File: config.mk
export PLATFORM = sky130hd
export DESIGN_NAME = dual_port_synch_ram_init
export DESIGN_NICKNAME = d
export VERILOG_FILES = /design/src/rtl/dual_port_synch_ram_init_pkg.sv /design/src/rtl/dp_ram_core.sv /design/src/rtl/dual_port_synch_ram_init.sv
export SDC_FILE = /design/constraint.sdc
export NUM_CORES = 1
export LEC_CHECK = 0
export BUFFER_PORTS_ARGS = -buffer_cell sky130_fd_sc_hd__clkbuf_2
export CORE_UTILIZATION = 50
export CTS_CLUSTER_DIAMETER = 120
export DETAILED_ROUTE_END_ITERATION = 8
export PLACE_DENSITY = 0.67
export RECOVER_POWER = 100
export SKIP_CTS_REPAIR_TIMING = 1
export SLEW_MARGIN = 0
export SYNTH_ARGS = -nofsm -noshare
export SYNTH_HDL_FRONTEND = slang
export SYNTH_SLANG_ARGS = --single-unit
File: constraint.sdc
create_clock -name clk -period 2.2 [get_ports clk]
set_input_delay 0.44 -clock clk [delete_from_list [all_inputs] [get_ports clk]]
set_output_delay 0.44 -clock clk [all_outputs]
set_load 0.005 [all_outputs]
File: src/rtl/dual_port_synch_ram_init_pkg.sv
// rtl/dual_port_synch_ram_init_pkg.sv - shared FSM state type and legal parameter values
package dual_port_synch_ram_init_pkg;

  typedef enum logic {
    INIT  = 1'b0,
    READY = 1'b1
  } state_t;

  localparam int RD_LAT_MIN = 1;
  localparam int RD_LAT_MAX = 2;

  localparam int BYPASS_OLD = 0;
  localparam int BYPASS_NEW = 1;

endpackage

File: src/rtl/dp_ram_core.sv
// rtl/dp_ram_core.sv - byte-enabled write port plus registered read port, no reset
module dp_ram_core #(
  parameter int DATA_WIDTH = 8,
  parameter int DEPTH      = 16,
  parameter int ADDR_WIDTH = 4,
  parameter int BE_WIDTH   = DATA_WIDTH / 8
) (
  input  logic                  clk,
  input  logic                  we,
  input  logic [ADDR_WIDTH-1:0] waddr,
  input  logic [BE_WIDTH-1:0]   wbe,
  input  logic [DATA_WIDTH-1:0] wdata,
  input  logic                  re,
  input  logic [ADDR_WIDTH-1:0] raddr,
  output logic [DATA_WIDTH-1:0] rdata
);

  logic [DATA_WIDTH-1:0] mem [DEPTH];

  // Read-before-write: a same-edge read sees the pre-write word.
  always_ff @(posedge clk) begin
    if (we) begin
      for (int b = 0; b < BE_WIDTH; b++) begin
        if (wbe[b]) mem[waddr][8*b +: 8] <= wdata[8*b +: 8];
      end
    end
    if (re) rdata <= mem[raddr];
  end

endmodule

File: src/rtl/dual_port_synch_ram_init.sv
// rtl/dual_port_synch_ram_init.sv - dual-port RAM with init/clear sweep, bypass and read pipeline
module dual_port_synch_ram_init
  import dual_port_synch_ram_init_pkg::*;
#(
  parameter int DATA_WIDTH  = 8,
  parameter int DEPTH       = 16,
  parameter int RD_LATENCY  = RD_LAT_MIN,
  parameter int BYPASS      = BYPASS_NEW,
  localparam int ADDR_WIDTH = (DEPTH > 2) ? $clog2(DEPTH) : 1,
  localparam int BE_WIDTH   = DATA_WIDTH / 8
) (
  input  logic                  clk,
  input  logic                  rst,
  input  logic                  clr,
  input  logic                  wr_enb,
  input  logic [ADDR_WIDTH-1:0] wr_addr,
  input  logic [BE_WIDTH-1:0]   wr_be,
  input  logic [DATA_WIDTH-1:0] data_in,
  input  logic                  rd_enb,
  input  logic [ADDR_WIDTH-1:0] rd_addr,
  output logic [DATA_WIDTH-1:0] data_out,
  output logic                  rd_valid,
  output logic                  busy
);

  localparam logic [ADDR_WIDTH:0]   DEPTH_W   = (ADDR_WIDTH + 1)'(DEPTH);
  localparam logic [ADDR_WIDTH-1:0] LAST_ADDR = ADDR_WIDTH'(DEPTH - 1);

  state_t                state, state_nxt;
  logic [ADDR_WIDTH-1:0] cnt, cnt_nxt;

  logic                  ram_we;
  logic [ADDR_WIDTH-1:0] ram_waddr;
  logic [BE_WIDTH-1:0]   ram_wbe;
  logic [DATA_WIDTH-1:0] ram_wdata;
  logic                  ram_re;
  logic [DATA_WIDTH-1:0] ram_rdata;

  logic wr_ok, rd_ok, rd_oor, rd_hit;

  logic                  v1, oor1, hit1;
  logic [BE_WIDTH-1:0]   hit_be1;
  logic [DATA_WIDTH-1:0] hit_data1;
  logic [DATA_WIDTH-1:0] merged;
  logic                  out_v;
  logic [DATA_WIDTH-1:0] out_d;

  always_ff @(posedge clk or negedge rst) begin
    if (!rst) begin
      state <= INIT;
      cnt   <= '0;
    end else begin
      state <= state_nxt;
      cnt   <= cnt_nxt;
    end
  end

  always_comb begin
    state_nxt = state;
    cnt_nxt   = cnt;
    case (state)
      INIT: begin
        if (clr) begin
          cnt_nxt = '0;
        end else if (cnt == LAST_ADDR) begin
          state_nxt = READY;
          cnt_nxt   = '0;
        end else begin
          cnt_nxt = cnt + 1'b1;
        end
      end
      READY: begin
        if (clr) begin
          state_nxt = INIT;
          cnt_nxt   = '0;
        end
      end
      default: begin
        state_nxt = INIT;
        cnt_nxt   = '0;
      end
    endcase
  end

  // A write coinciding with clr is dropped; out-of-range writes never reach the array.
  assign wr_ok  = (state == READY) && wr_enb && !clr && ({1'b0, wr_addr} < DEPTH_W);
  assign rd_ok  = (state == READY) && rd_enb;
  assign rd_oor = ({1'b0, rd_addr} >= DEPTH_W);
  assign rd_hit = (BYPASS == BYPASS_NEW) && wr_ok && (wr_addr == rd_addr);
  assign ram_re = rd_ok && !rd_oor;

  always_comb begin
    busy      = 1'b1;
    ram_we    = 1'b0;
    ram_waddr = wr_addr;
    ram_wbe   = wr_be;
    ram_wdata = data_in;
    case (state)
      INIT: begin
        busy      = 1'b1;
        ram_we    = 1'b1;
        ram_waddr = cnt;
        ram_wbe   = '1;
        ram_wdata = '0;
      end
      READY: begin
        busy   = 1'b0;
        ram_we = wr_ok;
      end
      default: begin
        busy   = 1'b1;
        ram_we = 1'b0;
      end
    endcase
  end

  dp_ram_core #(
    .DATA_WIDTH (DATA_WIDTH),
    .DEPTH      (DEPTH),
    .ADDR_WIDTH (ADDR_WIDTH),
    .BE_WIDTH   (BE_WIDTH)
  ) u_core (
    .clk   (clk),
    .we    (ram_we),
    .waddr (ram_waddr),
    .wbe   (ram_wbe),
    .wdata (ram_wdata),
    .re    (ram_re),
    .raddr (rd_addr),
    .rdata (ram_rdata)
  );

  // Side information travels alongside the core's registered read word.
  always_ff @(posedge clk or negedge rst) begin
    if (!rst) begin
      v1        <= 1'b0;
      oor1      <= 1'b0;
      hit1      <= 1'b0;
      hit_be1   <= '0;
      hit_data1 <= '0;
    end else begin
      v1 <= rd_ok;
      if (rd_ok) begin
        oor1      <= rd_oor;
        hit1      <= rd_hit;
        hit_be1   <= wr_be;
        hit_data1 <= data_in;
      end
    end
  end

  always_comb begin
    merged = ram_rdata;
    if (hit1) begin
      for (int b = 0; b < BE_WIDTH; b++) begin
        if (hit_be1[b]) merged[8*b +: 8] = hit_data1[8*b +: 8];
      end
    end
    if (oor1) merged = '0;
  end

  if (RD_LATENCY == RD_LAT_MAX) begin : g_lat2
    logic                  v2;
    logic [DATA_WIDTH-1:0] d2;
    always_ff @(posedge clk or negedge rst) begin
      if (!rst) begin
        v2 <= 1'b0;
        d2 <= '0;
      end else begin
        v2 <= v1;
        if (v1) d2 <= merged;
      end
    end
    assign out_v = v2;
    assign out_d = d2;
  end else begin : g_lat1
    assign out_v = v1;
    assign out_d = merged;
  end

  always_ff @(posedge clk or negedge rst) begin
    if (!rst) begin
      rd_valid <= 1'b0;
      data_out <= '0;
    end else begin
      rd_valid <= out_v;
      if (out_v) data_out <= out_d;
    end
  end

endmodule
==> results, run 1 <==
- The flow ran to the end, and the final reports show no timing, DRC or antenna violations.
- Compared with the post-synthesis result, the final layout area differs by 16.9%.
- The clock buffer count from CTS is 17.
- The worst endpoint required time is 2.26 ns.
- The later pin in the worst-skew pair is clocked with a latency of 0.42 ns.
- Setup repair after global routing left no endpoint under its margin.
- Clock-pin slew was measured on the worst setup and hold paths at 0.06 ns.
- The area of the core is 12600 sq um.
- In the synthesized netlist the async set-or-reset flop fraction comes to 0.155.
- Before antenna repair, the detailed router went through 4 iterations.
- IR analysis of the VDD net gives a maximum drop of 0.000727 V.
- The average routed wire per standard cell is 21.6 um.
- Detailed routing inserted a total of 3358 vias.
- The number of global-route vias before repair was 3399.
- The flip-flop cell with the highest count after synthesis is edfxtp_1.
- The number of H-tree branching levels is 4.
- Setup violations remaining at the end of the flow were counted as 0.
- The final wirelength is 12800 um.
- After routing, the total negative slack on setup checks comes to 0 ns.
- Synthesis handed over a netlist of 340 instances.
- The end-of-flow core utilization is 0.599.
- The reported max-cap violation count is 0.
- Measured against its own limit, the worst slew margin works out to 0.0920.
- Summing all non-filler instances in the final layout gives an area of 7550 sq um.
- The cell at the root of the clock tree is clkbuf_16.
- For this configuration, the core starts out at a cell density of 0.512.
- The last weighted congestion value of the routability-driven placer is 0.793.
- The netlist uses 39 different library cells.
- The first-pass GRT wire length is 19900 um.
- TritonCTS built the clock tree.
- The peak clock frequency supported by timing is 0.510 GHz.
- The floorplan has 41 rows.
- Counting flops and latches in the post-synthesis netlist gives 161.
- The clock passes through at most 2 buffers.
- The startpoint type of the worst setup path is a flop.
- The instance area after placement is 6990 sq um.
- For this design the static power due to leakage is 2.74 nW.
- The die is 116 um wide.
- For this run, the total global-route usage over all layers was measured as 0.215.
- The number of antenna violations at the first check in global routing was 0.
- Across all hold checks on the routed design, the worst slack comes to 0.280 ns.
- The final number of max-transition violations was 0.
- In this run the power density over the cells is 908 nW/um^2.
- For this run, the register share of the synthesized area comes to 0.729.
- The repair_antennas step left the layout with diodes totalling 0.
- For flop-to-flop paths, the worst setup slack is 0.24 ns.
- The number of nets in the layout is 430.
- The cell area after technology mapping is 6460 sq um.
- The total overflow left after global routing is 0.
- The count of nets left with antenna violations once routing finished came out at 0.
- The detailed placement HPWL is 8860 um.
- The critical path in this run is classified as flop to flop.
- For the pin with the worst max-slew slack, the measured transition is 1.36 ns.
- In the routed design, unresolved DRC markers number 0.
- The number of synthesized flops with an enable pin is 136.
- At the worst endpoint, the arrival time is 2.02 ns.
- The number of hold-slack violations in the final timing report is 0.
- The clock period minus final worst setup slack is 1.96 ns.
- The number of input and output port buffers inserted is 31.
- The net count after synthesis is 363.
- The die covers 13400 sq um.
- The count of routing violations after the opening detailed-route iteration is 320.
- The worst clock skew is 0.00724 ns.
- The worst min-delay path class is input port to flop.
- Yosys printed 0 warnings.
- Of the cells placed in the final design, the portion with a size suffix greater than 1 is 0.257.
- In the finished design, the share of the clock period the worst path needs comes to 0.892.
- Averaged over all synthesized cells, the footprint is 19.0 sq um.
- The per-cell via count in the routed design is 5.67.
- Pin placement for this block handled 32 I/O pins.
- The die is 116 um tall.
- In this run the worst path has a maximum fanout of 13.
- The critical path capture point type is a flop.
- The clock sink count is 161.
- Entering global routing, the biggest net connects 26 pins.
where the power goes:
| group | switching [mW] | internal (mW) |
|---|---|---|
| clock | 1.18 | 1.91 |
| combinational | 0.190 | 0.167 |
| sequential | 0.0381 | 3.38 |
per-stage QoR:
stage | std cells | power (mW) | setup slack (ns)
after floorplan | 340 | 3.69 | 0.317
after global placement | 560 | 3.83 | 0.187
after detailed placement | 560 | 3.85 | 0.161
after CTS | 592 | 6.92 | 0.397
after global routing | 592 | 7.07 | 0.157
final | 592 | 6.86 | 0.239
final timing paths:
kind                               from               end  cells past startpoint
hold reg to reg            hit_data1[0]      hit_data1[0]                      1
max in group asynchronous           rst            cnt[2]                      1
hold / removal               data_in[6]      hit_data1[6]                      2
setup reg to reg                  state  u_core.mem[1][7]                      4
min in group asynchronous           rst       data_out[6]                      1
setup / recovery                  state  u_core.mem[1][7]                      4
critical path, cell delays in order, from the launching register on:
cell and delay, ns:
dfrtp_1 0.37, buf_4 0.20, mux2_2 0.41, nor3_1 0.21, clkbuf_1 0.41
sequential cells by signal (all words and copies together) (netlist names):
register      cells
hit1              1
cnt               4
out_v             1
hit_data1         8
data_out          8
hit_be1           1
u_core.mem      128
rd_valid          1
state             1
u_core.rdata      8
per-layer routing:
| metal | part of all wire | track usage |
|---|---|---|
| met1 | 0.44 | 0.294 |
| met2 | 0.49 | 0.339 |
| met3 | 0.051 | 0.0481 |
| met4 | 0.016 | 0.0846 |
| met5 | 0 | 0 |
cells in the final DEF (no fill, tap or decap), types with 3 or more instances in the layout:
cell and count:
edfxtp_1 136, clkbuf_2 31, dfrtp_1 25, nor2_1 22, buf_4 19, mux4_1 17
clkbuf_16 17, a22oi_1 16, mux4_2 15, a21oi_1 13, clkbuf_1 13, nand2_1 11
mux2i_1 10, nor3_1 10, mux2_2 10, and2_0 8, xor2_1 4, bufinv_16 4
clkinv_4 4, inv_1 3, inv_6 3
cells in the mapped netlist (2+ instances only):
master	n	area, sq um
and2_1	9	56.3
o211ai_1	2	15.0
mux4_1	17	447
mux4_2	15	338
a22oi_1	16	120
nor2_1	22	82.6
buf_6	4	45.0
xor2_1	4	35.0
a21oi_1	13	65.1
inv_1	3	11.3
edfxtp_1	136	4080
nor2b_1	2	12.5
mux2i_1	10	100
mux2_2	10	113
clkdlybuf4s25_2	3	30.0
nand2_1	11	41.3
clkbuf_1	3	11.3
nor3_1	10	50.1
dfrtp_1	25	626
nand2b_1	2	12.5
buf_2	5	25.0
area by class of cell:
cell class              instances  area, sq um
clock buffers                  17          425
flip-flops and latches        161         4710
well taps                     172          215
inverters                       3         11.3
clock inverters                15          206
repair buffers                 65          370
multi-input cells             159         1620
fillers                       990         5060
cell families after synthesis:
group                    synth area share
flip-flops                          0.729
AND/OR/NAND/NOR                    0.0476
multiplexers                        0.154
AO/OA/AOI/OAI                      0.0395
buffers and inverters              0.0207
XOR/XNOR                          0.00678
adder cells (fa/ha/maj)           0.00194
Note: power is estimated with default switching activity, not from simulation.
==> run 2, diff against run 1 <==
Settings changed: RECOVER_POWER 100 to not set.
==> run 2 against run 1 <==
  * Largest cell class unchanged
  * Utilization grew 0.52 points
  * Global-route usage is the same
  * Largest power group unchanged
  * Wire length shrank 0.27%
  * Final cell count is the same
  * Clock skew is essentially flat
  * Sequential power is essentially flat
  * Worst hold slack lost 0.25 ns
  * Register-to-register slack gained 0.16 ns
  * Critical path type unchanged
  * Combinational power grew 3%
  * Non-clock buffer count is the same
==> results, run 2 (synthesis results as in run 1) <==
- The detailed placement HPWL is 8860 um.
- The area of the core is 12600 sq um.
- The number of iterations in the first detailed-routing pass is 5.
- The congestion estimate from routability-driven global placement came to 0.793.
- After the last flow step, the layout net total stands at 430.
- The layout cell share with drive strength beyond 1 is 0.290.
- Summing all placed instances gives a cell area of 6990 sq um.
- In this run the critical register-to-register path is captured at u_core.mem[13][5].
- The number of global-route vias before repair is 3399.
- The number of cell instances on the worst register-to-register path is 4.
- The category of the most critical setup path is flop to flop.
- The final number of max-transition violations is 0.
- Setup repair after global routing left no endpoint under its margin.
- Based on the critical path, the design can be clocked at up to 0.555 GHz.
- Summed over all failing endpoints, the final setup total negative slack is 0 ns.
- At the worst endpoint, the required time is 2.32 ns.
- The post-route antenna net violation count is 0.
- The slew of the pin with the lowest slew margin is 0.632 ns.
- The final wirelength is 12800 um.
- The worst min-delay path class is input port to asynchronous set/reset pin.
- The average routed wire per standard cell is 21.6 um.
- The starting density of the core is 0.512.
- The library cell used most frequently in the layout, excluding fill and tap cells, is edfxtp_1.
- The total internal power is 5.46 mW.
- After layout, the minimum clock period comes to 1.80 ns.
- The floorplan step defined a die boundary enclosing 13400 sq um.
- Detailed routing inserted a total of 3362 vias.
- The analysis attributes to cell leakage a power of 2.81 nW.
- The floorplan has 41 rows.
- STA puts the critical path data arrival time at 1.92 ns.
- The final period utilization is 0.819.
- The register with the most flip-flops in the final layout is u_core.mem.
- The worst clock skew is 0.00710 ns.
- The number of flip-flops under the largest register name is 128.
- Timing analysis after detailed placement gives a worst setup slack of 0.161 ns.
- The startpoint type of the worst setup path is a flop.
- The part of the total power dissipated in combinational logic is 0.054.
- After detailed routing, the number of remaining DRC violations is 0.
- The clock insertion delay at the later pin of the skew report is 0.42 ns.
- The first global-routing pass estimated 19900 um of wire.
- The total power consumption of the routed design is 6.87 mW.
- The deepest clock path buffer count is 2.
- The per-cell via count in the routed design is 5.68.
- The setup slack after layout is 0.398 ns.
- The share of total power dissipated in the clock network is 0.449.
- The design area is 7620 sq um.
- Input and output buffers added on the ports amount to 31.
- The worst hold-check slack is 0.0297 ns.
- The repair_antennas step left the layout with diodes totalling 0.
- The number of hold-slack violations in the final timing report is 0.
- The critical path capture point type is a flop.
- VDD sags by at most 0.000728 V.
- The area overhead of the layout relative to synthesis is 18.0%.
- Buffers inserted during clock tree synthesis total 17.
- For this block, the initial DRC count from the detailed router was 304.
- The number of antenna violations at the first check in global routing is 0.
- The sequential share of power is 0.497.
- Setup violations remaining at the end of the flow were counted as 0.
- The setup check on the worst reg-to-reg path leaves a slack of 0.40 ns.
- TritonCTS built the clock tree.
- The cell at the root of the clock tree is clkbuf_16.
- The global route total overflow is 0.
- The tool flagged a number of max-cap violations equal to 0.
- In the layout the commonest cells are 136 x edfxtp_1, 32 x buf_4, 31 x clkbuf_2.
- The die width is 116 um.
- The worst max-slew margin expressed relative to the limit is 0.579.
- The analysis attributes to net switching a power of 1.40 mW.
- The register clock-pin slew on the reported worst setup and hold paths is 0.06 ns.
- Of the total power, the share spent switching nets is 0.204.
- The die is 116 um tall.
- In the global route stage, overall resource usage came out at 0.215.
- The number of H-tree branching levels is 4.
- The flow ran to the end, and the final reports show no timing, DRC or antenna violations.
- Entering global routing, the biggest net connects 26 pins.
- The number of ports placed on the die boundary is 32.
- Dividing total power by cell area gives a power density of 901 nW/um^2.
- The critical-path maximum fanout is 13.
- The launching point of the worst reg2reg path is state.
- The clock sink count is 161.
==> run 2: cell types whose count changed in the layout (fill, tap and decap cells not counted), sizes merged <==
cell	before	now
clkbuf	61	48
buf	21	34
==> run 2: area by class of cell <==
cell class | instances | area, sq um
Tap cell | 172 | 215
Clock buffer | 17 | 425
Sequential cell | 161 | 4710
Multi-Input combinational cell | 159 | 1620
Clock inverter | 15 | 206
Timing Repair Buffer | 65 | 435
Inverter | 3 | 11.3
Fill cell | 976 | 5000
==> run 2: critical path, cell delays in order, from the launching register on <==
cell and delay, ns:
dfrtp_1 0.37, buf_4 0.20, mux2_2 0.40, nor3_1 0.27, buf_4 0.25
==> run 2: power groups by stage <==
stage	Clock (mW)	Sequential, mW	Combinational [mW]
after floorplan	0	3.46	0.226
after global placement	0	3.47	0.361
after detailed placement	0	3.48	0.371
after CTS	3.13	3.41	0.372
after global routing	3.25	3.42	0.404
final	3.09	3.41	0.368
==> run 2: worst max path at each step <==
stage,from,endpoint,slack [ns],depth (start not counted)
6_report,state,u_core.mem[13][5],0.40,4
4_1_cts,state,u_core.mem[13][5],0.40,4
3_5_place_dp,rd_addr[0],u_core.rdata[5],0.16,6
3_3_place_gp,rd_addr[0],u_core.rdata[7],0.19,6
2_1_floorplan,state,u_core.mem[0][0],0.32,4
5_1_grt,state,u_core.mem[12][5],0.31,5
==> run 2: routing by layer <==
layer  GRT usage  vias to the layer above  part of all wire  routed length (um)
li1            -                     1515                 -                   -
met1       0.294                     1733              0.44                5670
met2       0.339                      100              0.49                6260
met3      0.0481                       14             0.049                 625
met4      0.0846                        0             0.016                 208
met5           0                        -                 0                   0
==> run 2: stage by stage <==
stage	std cells	utilization
after global routing	592	0.604
after CTS	592	0.604
after detailed placement	560	0.554
after global placement	560	0.554
final	592	0.604
after floorplan	340	-
